[config.mk]
export PLATFORM = sky130hd
export DESIGN_NAME = edge_pulse_counter
export DESIGN_NICKNAME = d
export VERILOG_FILES = /design/src/rtl/edge_pulse_counter_pkg.sv /design/src/rtl/gate_timer.sv /design/src/rtl/edge_pulse_counter.sv
export SDC_FILE = /design/constraint.sdc
export NUM_CORES = 1
export LEC_CHECK = 0
export ABC_AREA = 1
export CORE_AREA = 5 5 90 92
export CTS_BUF_LIST = sky130_fd_sc_hd__clkbuf_4
export CTS_CLUSTER_SIZE = 10
export DETAILED_ROUTE_END_ITERATION = 6
export DIE_AREA = 0 0 95 97
export GPL_ROUTABILITY_DRIVEN = 1
export PLACE_DENSITY = 0.53
export SLEW_MARGIN = 15
export SYNTH_ARGS = -nofsm -noshare
export SYNTH_HDL_FRONTEND = slang
export SYNTH_SLANG_ARGS = --single-unit
[constraint.sdc]
create_clock -name clk -period 1.93 [get_ports clk]
set_clock_uncertainty 0.1 [all_clocks]
set_input_delay 0.2895 -clock clk [delete_from_list [all_inputs] [get_ports clk]]
set_output_delay 0.2895 -clock clk [all_outputs]
set_load 0.1 [all_outputs]
[src/rtl/edge_pulse_counter_pkg.sv]
// Shared types and constants for edge_pulse_counter.
package edge_pulse_counter_pkg;

    typedef enum logic [1:0] {
        StIdle = 2'd0,
        StGate = 2'd1,
        StHold = 2'd2
    } state_e;

    localparam int unsigned DefCntW  = 16;
    localparam int unsigned DefGateW = 16;

    // All-ones value of a counter of the given width (width capped at 64).
    function automatic logic [63:0] sat_max(input int unsigned width);
        if (width >= 64) begin
            return '1;
        end
        return (64'd1 << width) - 64'd1;
    endfunction

endpackage

[src/rtl/gate_timer.sv]
// Down-counter that measures the gate window. A load value of 0 is treated as 1.
// The last output is high during the final gate cycle.
module gate_timer #(
    parameter int unsigned GATE_W = 16
) (
    input  logic              clk,
    input  logic              rst,
    input  logic              load,
    input  logic              en,
    input  logic [GATE_W-1:0] load_val,
    output logic              last
);

    logic [GATE_W-1:0] remain_q, remain_d;

    // Next remaining-cycle count: reload on load, otherwise count down while enabled.
    always_comb begin
        remain_d = remain_q;
        if (load) begin
            remain_d = (load_val == '0) ? GATE_W'(1) : load_val;
        end else if (en && (remain_q != '0)) begin
            remain_d = remain_q - GATE_W'(1);
        end
    end

    // Remaining-cycle register with synchronous reset.
    always_ff @(posedge clk) begin
        if (rst) begin
            remain_q <= '0;
        end else begin
            remain_q <= remain_d;
        end
    end

    assign last = (remain_q == GATE_W'(1));

endmodule

[src/rtl/edge_pulse_counter.sv]
// Gated event counter for single-cycle edge pulses with a valid/ready result port.
// Optional feature: define EDGE_PULSE_COUNTER_AUTO_RESTART_EN to restart the window
// directly from the result handshake (continuous measurement after the first start).
module edge_pulse_counter
    import edge_pulse_counter_pkg::*;
#(
    parameter int unsigned CNT_W  = DefCntW,
    parameter int unsigned GATE_W = DefGateW
) (
    input  logic              clk,
    input  logic              rst,
    input  logic              edge_pulse,
    input  logic              start,
    input  logic [GATE_W-1:0] gate_cycles,
    output logic              busy,
    output logic              cnt_valid,
    input  logic              cnt_ready,
    output logic [CNT_W-1:0]  cnt_out,
    output logic              overflow
);

    localparam logic [CNT_W-1:0] CntMax = CNT_W'(sat_max(CNT_W));

    state_e            state_q, state_d;
    logic [CNT_W-1:0]  cnt_q, cnt_d;
    logic              ovf_q, ovf_d;
    logic              timer_load;
    logic              timer_last;

    gate_timer #(
        .GATE_W (GATE_W)
    ) u_gate_timer (
        .clk      (clk),
        .rst      (rst),
        .load     (timer_load),
        .en       (state_q == StGate),
        .load_val (gate_cycles),
        .last     (timer_last)
    );

    // State register; reset abandons any window or held result.
    always_ff @(posedge clk) begin
        if (rst) begin
            state_q <= StIdle;
        end else begin
            state_q <= state_d;
        end
    end

    // Next-state logic; timer_load marks the start of every new window.
    always_comb begin
        state_d    = state_q;
        timer_load = 1'b0;
        unique case (state_q)
            StIdle: begin
                if (start) begin
                    state_d    = StGate;
                    timer_load = 1'b1;
                end
            end
            StGate: begin
                if (timer_last) begin
                    state_d = StHold;
                end
            end
            StHold: begin
                if (cnt_ready) begin
`ifdef EDGE_PULSE_COUNTER_AUTO_RESTART_EN
                    state_d    = StGate;
                    timer_load = 1'b1;
`else
                    state_d    = StIdle;
`endif
                end
            end
            default: state_d = StIdle;
        endcase
    end

    // Saturating event count and sticky overflow; only GATE cycles count.
    always_comb begin
        cnt_d = cnt_q;
        ovf_d = ovf_q;
        if (timer_load) begin
            cnt_d = '0;
            ovf_d = 1'b0;
        end else if ((state_q == StGate) && edge_pulse) begin
            if (cnt_q == CntMax) begin
                ovf_d = 1'b1;
            end else begin
                cnt_d = cnt_q + CNT_W'(1);
            end
        end
    end

    // Count and overflow registers; frozen outside GATE so the result holds in HOLD.
    always_ff @(posedge clk) begin
        if (rst) begin
            cnt_q <= '0;
            ovf_q <= 1'b0;
        end else begin
            cnt_q <= cnt_d;
            ovf_q <= ovf_d;
        end
    end

    // Outputs decoded from state and the result registers.
    always_comb begin
        busy      = (state_q != StIdle);
        cnt_valid = (state_q == StHold);
        cnt_out   = cnt_q;
        overflow  = ovf_q;
    end

endmodule

==> flow_summary_export.csv, run 1 <==
group,metric,value,unit
placed_design,portBuffers,39,
clocking,cts_tree,"yes",
placed_design,hpwlAfterDp,4930,um
power_and_ir_drop,p_comb_share,40.0,%
synth,synthXorXnorAreaFrac,3.99,%
clocking,h-tree-depth,2,
cells_and_area,drive_above_1_share,22.0,%
clocking,hold_buffers,0,
timing,whs,0.387,ns
global_route,grt_use_met1,18.6,%
global_route,busiest_layer,"met2",
floorplanning,die_x,95,um
clocking,cts.reportedPaths.clkPinSlew,0.11,ns
synth,syn_area,2410,sq um
cells_and_area,mostFrequentLayoutCells,"nand2_1, nor2_1, nand3_1, inv_1",
floorplanning,core_area,7140,sq um
cells_and_area,area_delta_synth_final,31.5,%
cells_and_area,final_common_cell,"nand2_1",
clocking,clock_sinks,35,
global_route,gr-total-overflow,0,
synth,yosys.area_share.simple,46.6,%
setup_path,arrival,1.94,ns
clocking,cts-root-buf,"clkbuf_4",
setup_path,cp_max_fo,15,
timing,worst-slew-pin-transition,0.358,ns
synth,muxShareOfSynthArea,0.415,%
synth,synth_top_family_by_area,"simple AND/OR/NAND/NOR gates",
power_and_ir_drop,power_frac_seq,40.4,%
clocking,clk_latency,0.35,ns
routing,vias_per_cell,4.64,
setup_path,required,2.07,ns
power_and_ir_drop,pwr_density_cell,664,nW/um^2
cells_and_area,antennaDiodeCount,0,
routing,routedWlPerCell,12.1,um
routing,routed_wl,6420,um
synth,synth_seq_cells,35,
global_route,antenna_found_initial,0,
synth,ys_types,32,
power_and_ir_drop,p_sw,0.865,mW
timing,slew_viol_final,0,
clocking,numCtsBuffers,5,
clocking,cts_buffer_depth,2,
routing,firstDrtPassIters,6,
job,maxCapViolations,0,
routing,ant_nets,0,
setup_path,worstSetupPathType,"reg -> reg",
power_and_ir_drop,p_leak,1.29,nW
timing,setup_viol,0,
floorplanning,io_pins,40,
timing,worst_slack,0.130,ns
synth,yosys_warnings,0,
setup_path,startpoint_type,"register",
synth,synth_compound_area_share,10.4,%
setup_path,crit_path_end_kind,"register",
floorplanning,die_h,97,um
power_and_ir_drop,ir_worst_vdd,0.304,mV
synth,synth_seq_area_share,29.0,%
global_route,grt_max_degree,21,
cells_and_area,fin_nets,455,
placed_design,post-place-ws,0.0611,ns
power_and_ir_drop,p_sw_share,41.1,%
outcome,status,"finished, final reports clean",
timing,hold_viol,0,
routing,drc,0,
placed_design,gp_congestion,0.846,
global_route,grt_pass1_wl,11000,um
hold_path,hold_class,"reg -> reg",
timing,max_freq,556,MHz
synth,avgSynthCellArea,6.37,sq um
synth,syn_nets,403,
global_route,grtUsageMet3,2.48,%
power_and_ir_drop,internal_power,1.24,mW
synth,syn_inst,379,
power_and_ir_drop,power_frac_clock,19.6,%
timing,post-route-period-util,93.3,%
timing,fin_crit,1.80,ns
global_route,grt_use_total,14.6,%
global_route,use_met2,24.9,%
global_route,grt_pass1_vias,2395,
cells_and_area,final_cell_area,3170,sq um
synth,synth-adder-area-share,1.56,%
timing,slew_headroom,76.0,%
floorplanning,start_util,33.8,%
routing,drtIter0Drc,61,
floorplanning,rows,31,
placed_design,placed_area,3070,sq um
floorplanning,die_area,9220,sq um
routing,via_count,2464,
metal layers:
| layer | routed length, um | vias up |
|---|---|---|
| met3 | 253 | 2 |
| met4 | 33 | 0 |
| met2 | 3100 | 52 |
| met5 | 0 | - |
| met1 | 3030 | 1098 |
| li1 | - | 1312 |
power groups by stage:
stage | Clock [mW] | Sequential [mW] | Combinational [mW]
after global placement | 0 | 0.866 | 0.825
after global routing | 0.459 | 0.861 | 0.942
after CTS | 0.440 | 0.849 | 0.826
final | 0.413 | 0.851 | 0.842
after detailed placement | 0 | 0.865 | 0.825
after floorplan | 0 | 0.862 | 0.602
synth_stat cells (all sizes together):
cell type	n	area share, %
o21bai	2	0.62
nand2	119	21
nand3	38	8.8
dfxtp	35	29
inv	34	5.3
clkinv	2	0.41
xor2	5	1.8
nand3b	1	0.31
xnor2	6	2.2
o211ai	2	0.62
ha	3	1.6
buf	7	2.3
mux2i	1	0.41
a21oi	21	5.6
nand4	5	1.3
nor2	77	14
nor3	4	1.2
o21ai	17	3.5
sequential cells by signal, indices dropped and copies added (netlist names):
register and cells:
u_gate_timer.remain_q 16, state_q 2, overflow 1, cnt_out 16
cells by family (layout without fill, tap and decap cells):
kind of cell	after synthesis	after routing
adders and majority gates	3	3
xor gates and xnor gates	11	11
buffers and inverters	43	96
and+or+nand+nor	244	244
AOI/OAI and AO/OA	42	42
DFF	35	35
muxes	1	1
through the flow:
stage | TNS, ns | util (%) | std cells | power (mW)
after floorplan | 0 | - | 379 | 1.46
after global placement | 0 | 43.0 | 519 | 1.69
after detailed placement | 0 | 43.0 | 519 | 1.69
after CTS | 0 | 43.8 | 527 | 2.12
after global routing | -0.0119 | 44.5 | 531 | 2.26
final | 0 | 44.5 | 531 | 2.11
area by class of cell:
type,instances,area (sq um)
multi-input combinational,301,1540
clock inverter,2,8.76
sequential,35,726
timing repair buffer,52,591
clock buffer,6,45.0
tap,99,124
fill,762,3960
inverter,36,138
path summary, 6_finish.rpt:
check	from	end	slack, ns	cells past startpoint
max	cnt_out[0]	cnt_out[1]	0.13	10
min	overflow	overflow	0.39	2
max reg2reg	cnt_out[0]	cnt_out[1]	0.13	10
min reg2reg	overflow	overflow	0.39	2
timing repair:
item                                    CTS  global route
buffers inserted                          0             4
gates resized for setup                   0             3
endpoints found under the setup margin    0            12
endpoints found under the hold margin     0             0
worst max-delay path: stages (launching register included):
cell	delay, ns
dfxtp_4	0.41
ha_1	0.24
nand3_2	0.12
inv_2	0.09
nand2_2	0.07
clkinv_2	0.06
nand3_4	0.15
nand2_8	0.19
inv_2	0.12
nor2_1	0.10
nor2_1	0.05
Power figures use the tool's default switching activity.
==> run 2: changes to the inputs <==
--- a/config.mk
+++ b/config.mk
@@ -6,13 +6,14 @@
 export NUM_CORES = 1
 export LEC_CHECK = 0
 export ABC_AREA = 1
-export CORE_AREA = 5 5 90 92
+export CORE_AREA = 5 5 80 82
 export CTS_BUF_LIST = sky130_fd_sc_hd__clkbuf_4
 export CTS_CLUSTER_SIZE = 10
 export DETAILED_ROUTE_END_ITERATION = 6
-export DIE_AREA = 0 0 95 97
+export DIE_AREA = 0 0 85 87
 export GPL_ROUTABILITY_DRIVEN = 1
-export PLACE_DENSITY = 0.53
+export HOLD_SLACK_MARGIN = 0.02
+export PLACE_DENSITY = 0.65
 export SLEW_MARGIN = 15
 export SYNTH_ARGS = -nofsm -noshare
 export SYNTH_HDL_FRONTEND = slang
==> run 2 against run 1 <==
  * First-iteration DRC count rose by 3.3%
  * Non-clock buffer count is 4 lower
  * Register-to-register slack hardly changed
  * Sequential share of layout area is 0.72 points higher
  * Die area decreased by 20%
  * Combinational power decreased by 3.0%
  * Highest routed layer unchanged
  * Critical path depth is 1 lower
  * Cell area fell by 3.0%
  * Sequential power barely moved
  * Total power decreased by 1.2%
  * Wire length down 5.3%
  * Via count is the same
==> flow_summary_export.csv, run 2 (same netlist as run 1, synthesis figures left out) <==
group,metric,value,unit
routing,drc,0,
routing,vias_per_cell,4.90,
power_and_ir_drop,ir_worst_vdd,0.276,mV
floorplanning,rows,28,
timing,post-route-period-util,92.8,%
timing,worst-slew-pin-transition,0.378,ns
routing,firstDrtPassIters,4,
cells_and_area,final_cell_area,3080,sq um
cells_and_area,mostFrequentLayoutCells,"nand2_1, nor2_1, nand3_1, inv_1, clkdlybuf4s50_1",
setup_path,critPathLaunch,"u_gate_timer.remain_q[0]",
clocking,numCtsBuffers,5,
setup_path,regToRegSetupSlack,0.14,ns
routing,via_count,2464,
placed_design,hpwlAfterDp,4750,um
routing,routed_wl,6080,um
hold_path,hold_class,"reg -> reg",
cells_and_area,nFillCells,614,
setup_path,setup.worst_path.end,"u_gate_timer.remain_q[9]",
floorplanning,start_util,42.5,%
setup_path,worstSetupPathType,"reg -> reg",
cells_and_area,antennaDiodeCount,0,
cells_and_area,fin_nets,451,
timing,max_freq,559,MHz
setup_path,reg2reg_to,"u_gate_timer.remain_q[9]",
placed_design,placed_area,3010,sq um
cells_and_area,area_delta_synth_final,27.5,%
setup_path,crit_path_end_kind,"register",
setup_path,required,2.07,ns
placed_design,post-place-ws,0.0962,ns
power_and_ir_drop,p_leak,1.26,nW
setup_path,startpoint_type,"register",
routing,drtIter0Drc,63,
global_route,grt_pass1_wl,10500,um
clocking,cts-root-buf,"clkbuf_4",
power_and_ir_drop,p_comb_share,39.3,%
power_and_ir_drop,p_sw,0.850,mW
power_and_ir_drop,internal_power,1.23,mW
timing,fin_crit,1.79,ns
routing,routedWlPerCell,12.1,um
clocking,clock_sinks,35,
clocking,hold_buffers,0,
floorplanning,io_pins,40,
global_route,grt_pass1_vias,2429,
clocking,h-tree-depth,2,
clocking,cts.reportedPaths.clkPinSlew,0.12,ns
outcome,status,"finished, final reports clean",
power_and_ir_drop,p_sw_share,40.9,%
clocking,cts_buffer_depth,2,
global_route,antenna_found_initial,0,
setup_path,arrival,1.93,ns
placed_design,portBuffers,39,
power_and_ir_drop,power_frac_clock,19.9,%
timing,finalSetupTns,0,ns
cells_and_area,final_common_cell,"nand2_1",
setup_path,reg2regPathDepth,9,
timing,setup_viol,0,
cells_and_area,drive_above_1_share,21.3,%
clocking,clk_latency,0.35,ns
timing,worst_slack,0.140,ns
timing,rsz0062_at_grt,"yes",
routing,ant_nets,0,
floorplanning,die_x,85,um
timing,slew_viol_final,0,
global_route,grt_max_degree,20,
global_route,gr-total-overflow,0,
timing,slew_headroom,74.6,%
global_route,grt_use_total,17.4,%
power_and_ir_drop,pwr_density_cell,676,nW/um^2
setup_path,r2r_start,"u_gate_timer.remain_q[0]",
power_and_ir_drop,power.total,2.08,mW
floorplanning,die_h,87,um
setup_path,cp_max_fo,15,
floorplanning,die_area,7400,sq um
floorplanning,core_area,5680,sq um
timing,hold_viol,0,
job,maxCapViolations,0,
clocking,cts_tree,"yes",
power_and_ir_drop,power_frac_seq,40.8,%
placed_design,gp_congestion,0.858,
==> run 2: changes by cell type in the layout (fill, tap and decap cells not counted), sizes merged <==
cell	delta
buf	-4
==> run 2: area by class of cell <==
class | instances | area (sq um) | area share [%]
inverters | 36 | 138 | 4.47
clock buffers | 6 | 45.0 | 1.46
well taps | 75 | 93.8 | 3.05
multi-input cells | 301 | 1530 | 49.7
clock inverters | 2 | 8.76 | 0.285
repair buffers | 48 | 536 | 17.4
flip-flops and latches | 35 | 726 | 23.6
==> run 2: power groups by stage <==
stage / Sequential [mW] / Clock (mW) / Combinational, mW
CTS: 0.847 / 0.431 / 0.818
global placement: 0.863 / 0 / 0.810
global route: 0.860 / 0.463 / 0.913
finish: 0.849 / 0.414 / 0.817
detailed placement: 0.862 / 0 / 0.815
floorplan: 0.862 / 0 / 0.602
==> run 2: layer usage <==
metal / track usage [%] / vias up / wire (um)
met5: 0 / - / 0
met4: 6.19 / 0 / 121
met3: 3.22 / 10 / 293
met2: 33.2 / 60 / 3050
met1: 19.2 / 1093 / 2620
li1: - / 1301 / -
==> run 2: metrics by stage <==
step | hold slack [ns] | std cells | util [%]
after floorplan | 0.259 | 379 | -
after global placement | 0.359 | 495 | 53.1
after detailed placement | 0.373 | 495 | 53.1
after CTS | 0.397 | 503 | 54.1
after global routing | 0.412 | 503 | 54.2
final | 0.392 | 503 | 54.2
==> run 2: worst min-delay path by stage <==
stage | start | endpoint | depth (start not counted)
after floorplan | rst | u_gate_timer.remain_q[0] | 1
after global placement | overflow | overflow | 2
after detailed placement | overflow | overflow | 2
after CTS | cnt_out[9] | cnt_out[9] | 2
after global routing | overflow | overflow | 2
final | cnt_out[9] | cnt_out[9] | 2
==> run 2: timing repair <==
action                     in CTS  in global routing
setup endpoints to repair       0                 13
resized for setup               0                  3
setup buffers                   0                  0
==> run 2: worst max-delay path, stage by stage, from the launching register on <==
cell and delay [ns]:
dfxtp_1 0.36, inv_2 0.10, ha_1 0.21, nand2_2 0.13
nor2_8 0.19, nand2_4 0.11, nand2_8 0.12, nand2_4 0.13
o21ai_0 0.18, nor2_1 0.06
==> run 3: changes to the inputs <==
--- a/config.mk
+++ b/config.mk
@@ -6,15 +6,14 @@
 export NUM_CORES = 1
 export LEC_CHECK = 0
 export ABC_AREA = 1
-export CORE_AREA = 5 5 80 82
+export CORE_AREA = 2 2 77 79
 export CTS_BUF_LIST = sky130_fd_sc_hd__clkbuf_4
 export CTS_CLUSTER_SIZE = 10
 export DETAILED_ROUTE_END_ITERATION = 6
-export DIE_AREA = 0 0 85 87
+export DIE_AREA = 0 0 79 81
 export GPL_ROUTABILITY_DRIVEN = 1
 export HOLD_SLACK_MARGIN = 0.02
 export PLACE_DENSITY = 0.65
-export SLEW_MARGIN = 15
 export SYNTH_ARGS = -nofsm -noshare
 export SYNTH_HDL_FRONTEND = slang
 export SYNTH_SLANG_ARGS = --single-unit
==> run 3 against run 2 <==
  * Total power decreased by 0.25%
  * Die area shrank 13%
  * Fmax down 0.43%
  * Hold slack worse by 0.0015 ns
  * Cell area rose by 0.20%
  * Clock-buffer cell count stayed put
  * Flip-flop and latch count did not move
  * Sequential power barely moved
  * Largest cell class unchanged
  * Setup slack worse by 0.0078 ns
==> flow_summary_export.csv, run 3 (same netlist as run 1, synthesis figures left out) <==
group,metric,value,unit
routing,drtIter0Drc,100,
clocking,clk_latency,0.34,ns
routing,routed_wl,6070,um
hold_path,holdPathStages,2,
timing,post-route-period-util,93.2,%
global_route,antenna_found_initial,0,
timing,hold_viol,0,
placed_design,gp_congestion,0.900,
power_and_ir_drop,p_sw_share,40.7,%
setup_path,regToRegSetupSlack,0.13,ns
floorplanning,rows,28,
power_and_ir_drop,p_comb_share,39.7,%
setup_path,cpPeakStageDelay,0.36,ns
global_route,grt_max_degree,17,
clocking,cts-root-buf,"clkbuf_4",
cells_and_area,area_delta_synth_final,27.7,%
cells_and_area,drive_above_1_share,21.2,%
placed_design,hpwlAfterDp,4680,um
power_and_ir_drop,power_frac_clock,19.4,%
timing,slew_headroom,68.1,%
clocking,numCtsBuffers,5,
floorplanning,die_h,81,um
clocking,cts_tree,"yes",
routing,via_count,2533,
cells_and_area,antennaDiodeCount,0,
timing,slew_viol_final,0,
cells_and_area,fin_nets,452,
cells_and_area,nFillCells,606,
hold_path,hold_class,"reg -> reg",
routing,drc,0,
global_route,grt_pass1_wl,10400,um
placed_design,portBuffers,39,
floorplanning,die_x,79,um
hold_path,min_to,"cnt_out[15]",
timing,whs,0.391,ns
setup_path,r2r_start,"u_gate_timer.remain_q[0]",
clocking,h-tree-depth,2,
cells_and_area,fin_cells,504,
setup_path,critPathLaunch,"u_gate_timer.remain_q[0]",
global_route,grt_use_total,20.5,%
timing,fin_crit,1.80,ns
floorplanning,die_area,6400,sq um
setup_path,reg2regPathDepth,9,
setup_path,required,2.07,ns
hold_path,hp-start,"cnt_out[15]",
clocking,cts_buffer_depth,2,
floorplanning,start_util,42.5,%
routing,ant_nets,0,
setup_path,path_common_cell,"nand2_4",
timing,setup_viol,0,
placed_design,placed_area,3020,sq um
placed_design,dp.cells,496,
setup_path,cp_max_fo,15,
routing,routedWlPerCell,12.1,um
global_route,gr-total-overflow,0,
power_and_ir_drop,pwr_density_cell,673,nW/um^2
cells_and_area,final_common_cell,"nand2_1",
floorplanning,core_area,5680,sq um
setup_path,reg2reg_to,"u_gate_timer.remain_q[7]",
setup_path,slowest_stage,"dfxtp_1",
power_and_ir_drop,ir_worst_vdd,0.327,mV
timing,max_freq,556,MHz
routing,vias_per_cell,5.03,
timing,finalSetupTns,0,ns
setup_path,arrival,1.94,ns
power_and_ir_drop,power_frac_seq,40.9,%
routing,firstDrtPassIters,5,
power_and_ir_drop,internal_power,1.23,mW
setup_path,worstSetupPathType,"reg -> reg",
setup_path,startpoint_type,"register",
power_and_ir_drop,p_leak,1.27,nW
cells_and_area,final_cell_area,3080,sq um
clocking,cts.reportedPaths.clkPinSlew,0.12,ns
timing,rsz0062_at_grt,"no",
cells_and_area,mostFrequentLayoutCells,"nand2_1, nor2_1, nand3_1, inv_1, clkdlybuf4s50_1",
global_route,grt_pass1_vias,2369,
outcome,status,"finished, final reports clean",
setup_path,crit_path_end_kind,"register",
floorplanning,io_pins,40,
job,maxCapViolations,0,
setup_path,crit_chain,"inv_2, ha_1, nand2_2, nor2_8, nand2_4, nand2_8, nand2_4, o21ai_0, nor2_1",
clocking,clock_sinks,35,
timing,worst-slew-pin-transition,0.474,ns
power_and_ir_drop,p_sw,0.844,mW
-- run 3: changes by cell type in the layout (fill, tap and decap cells not counted), sizes merged --
cell,previous run,this run
buf,28,29
-- run 3: repair_timing --
action | in CTS | in global routing
hold endpoints to repair | 0 | 0
gates resized for setup | 0 | 3
buffers inserted | 0 | 0
setup endpoints to repair | 0 | 13
hold buffers | 0 | 0
-- run 3: worst max path at each step --
stage                                to  slack [ns]  depth (start not counted)
4_1_cts                     cnt_out[12]        0.07                         10
5_1_grt        u_gate_timer.remain_q[9]       0.005                          9
6_report       u_gate_timer.remain_q[7]        0.13                          9
3_3_place_gp                 cnt_out[1]        0.09                         10
3_5_place_dp                 cnt_out[1]        0.09                         10
2_1_floorplan               cnt_out[12]        0.05                          7
-- run 3: layout make-up --
cell class | count | area [sq um] | share of cell area, %
clock buffers | 6 | 45.0 | 1.46
repair buffers | 49 | 543 | 17.6
well taps | 75 | 93.8 | 3.04
multi-input cells | 301 | 1530 | 49.6
inverters | 36 | 138 | 4.46
clock inverters | 2 | 7.51 | 0.244
flip-flops and latches | 35 | 726 | 23.5
-- run 3: per-layer routing --
layer | share of wire (%) | track usage (%)
met5 | 0 | 0
met4 | 2.6 | 10.0
met3 | 4.2 | 3.44
met2 | 49 | 37.9
met1 | 44 | 22.9
-- run 3: stage by stage --
step	power, mW	util, %	worst slack [ns]
final	2.07	54.3	0.132
after global routing	2.24	54.3	0.00471
after CTS	2.10	54.2	0.0707
after detailed placement	1.68	53.2	0.0915
after global placement	1.68	53.2	0.0913
after floorplan	1.46	-	0.0466
-- run 3: power by group through the flow --
stage               Combinational (mW)  Sequential, mW  Clock, mW
floorplan                        0.602           0.862          0
global placement                 0.812           0.863          0
detailed placement               0.819           0.863          0
CTS                              0.821           0.848      0.428
global route                     0.927           0.859      0.456
finish                           0.823           0.849      0.402
-- run 3: worst max-delay path, delay by kind of cell (launching register included) --
family                     cells  cell delay (ns)
adders and majority gates      1             0.20
and+or+nand+nor                6             0.73
AOI/OAI and AO/OA              1             0.19
DFF                            1             0.36
buffers and inverters          1             0.10
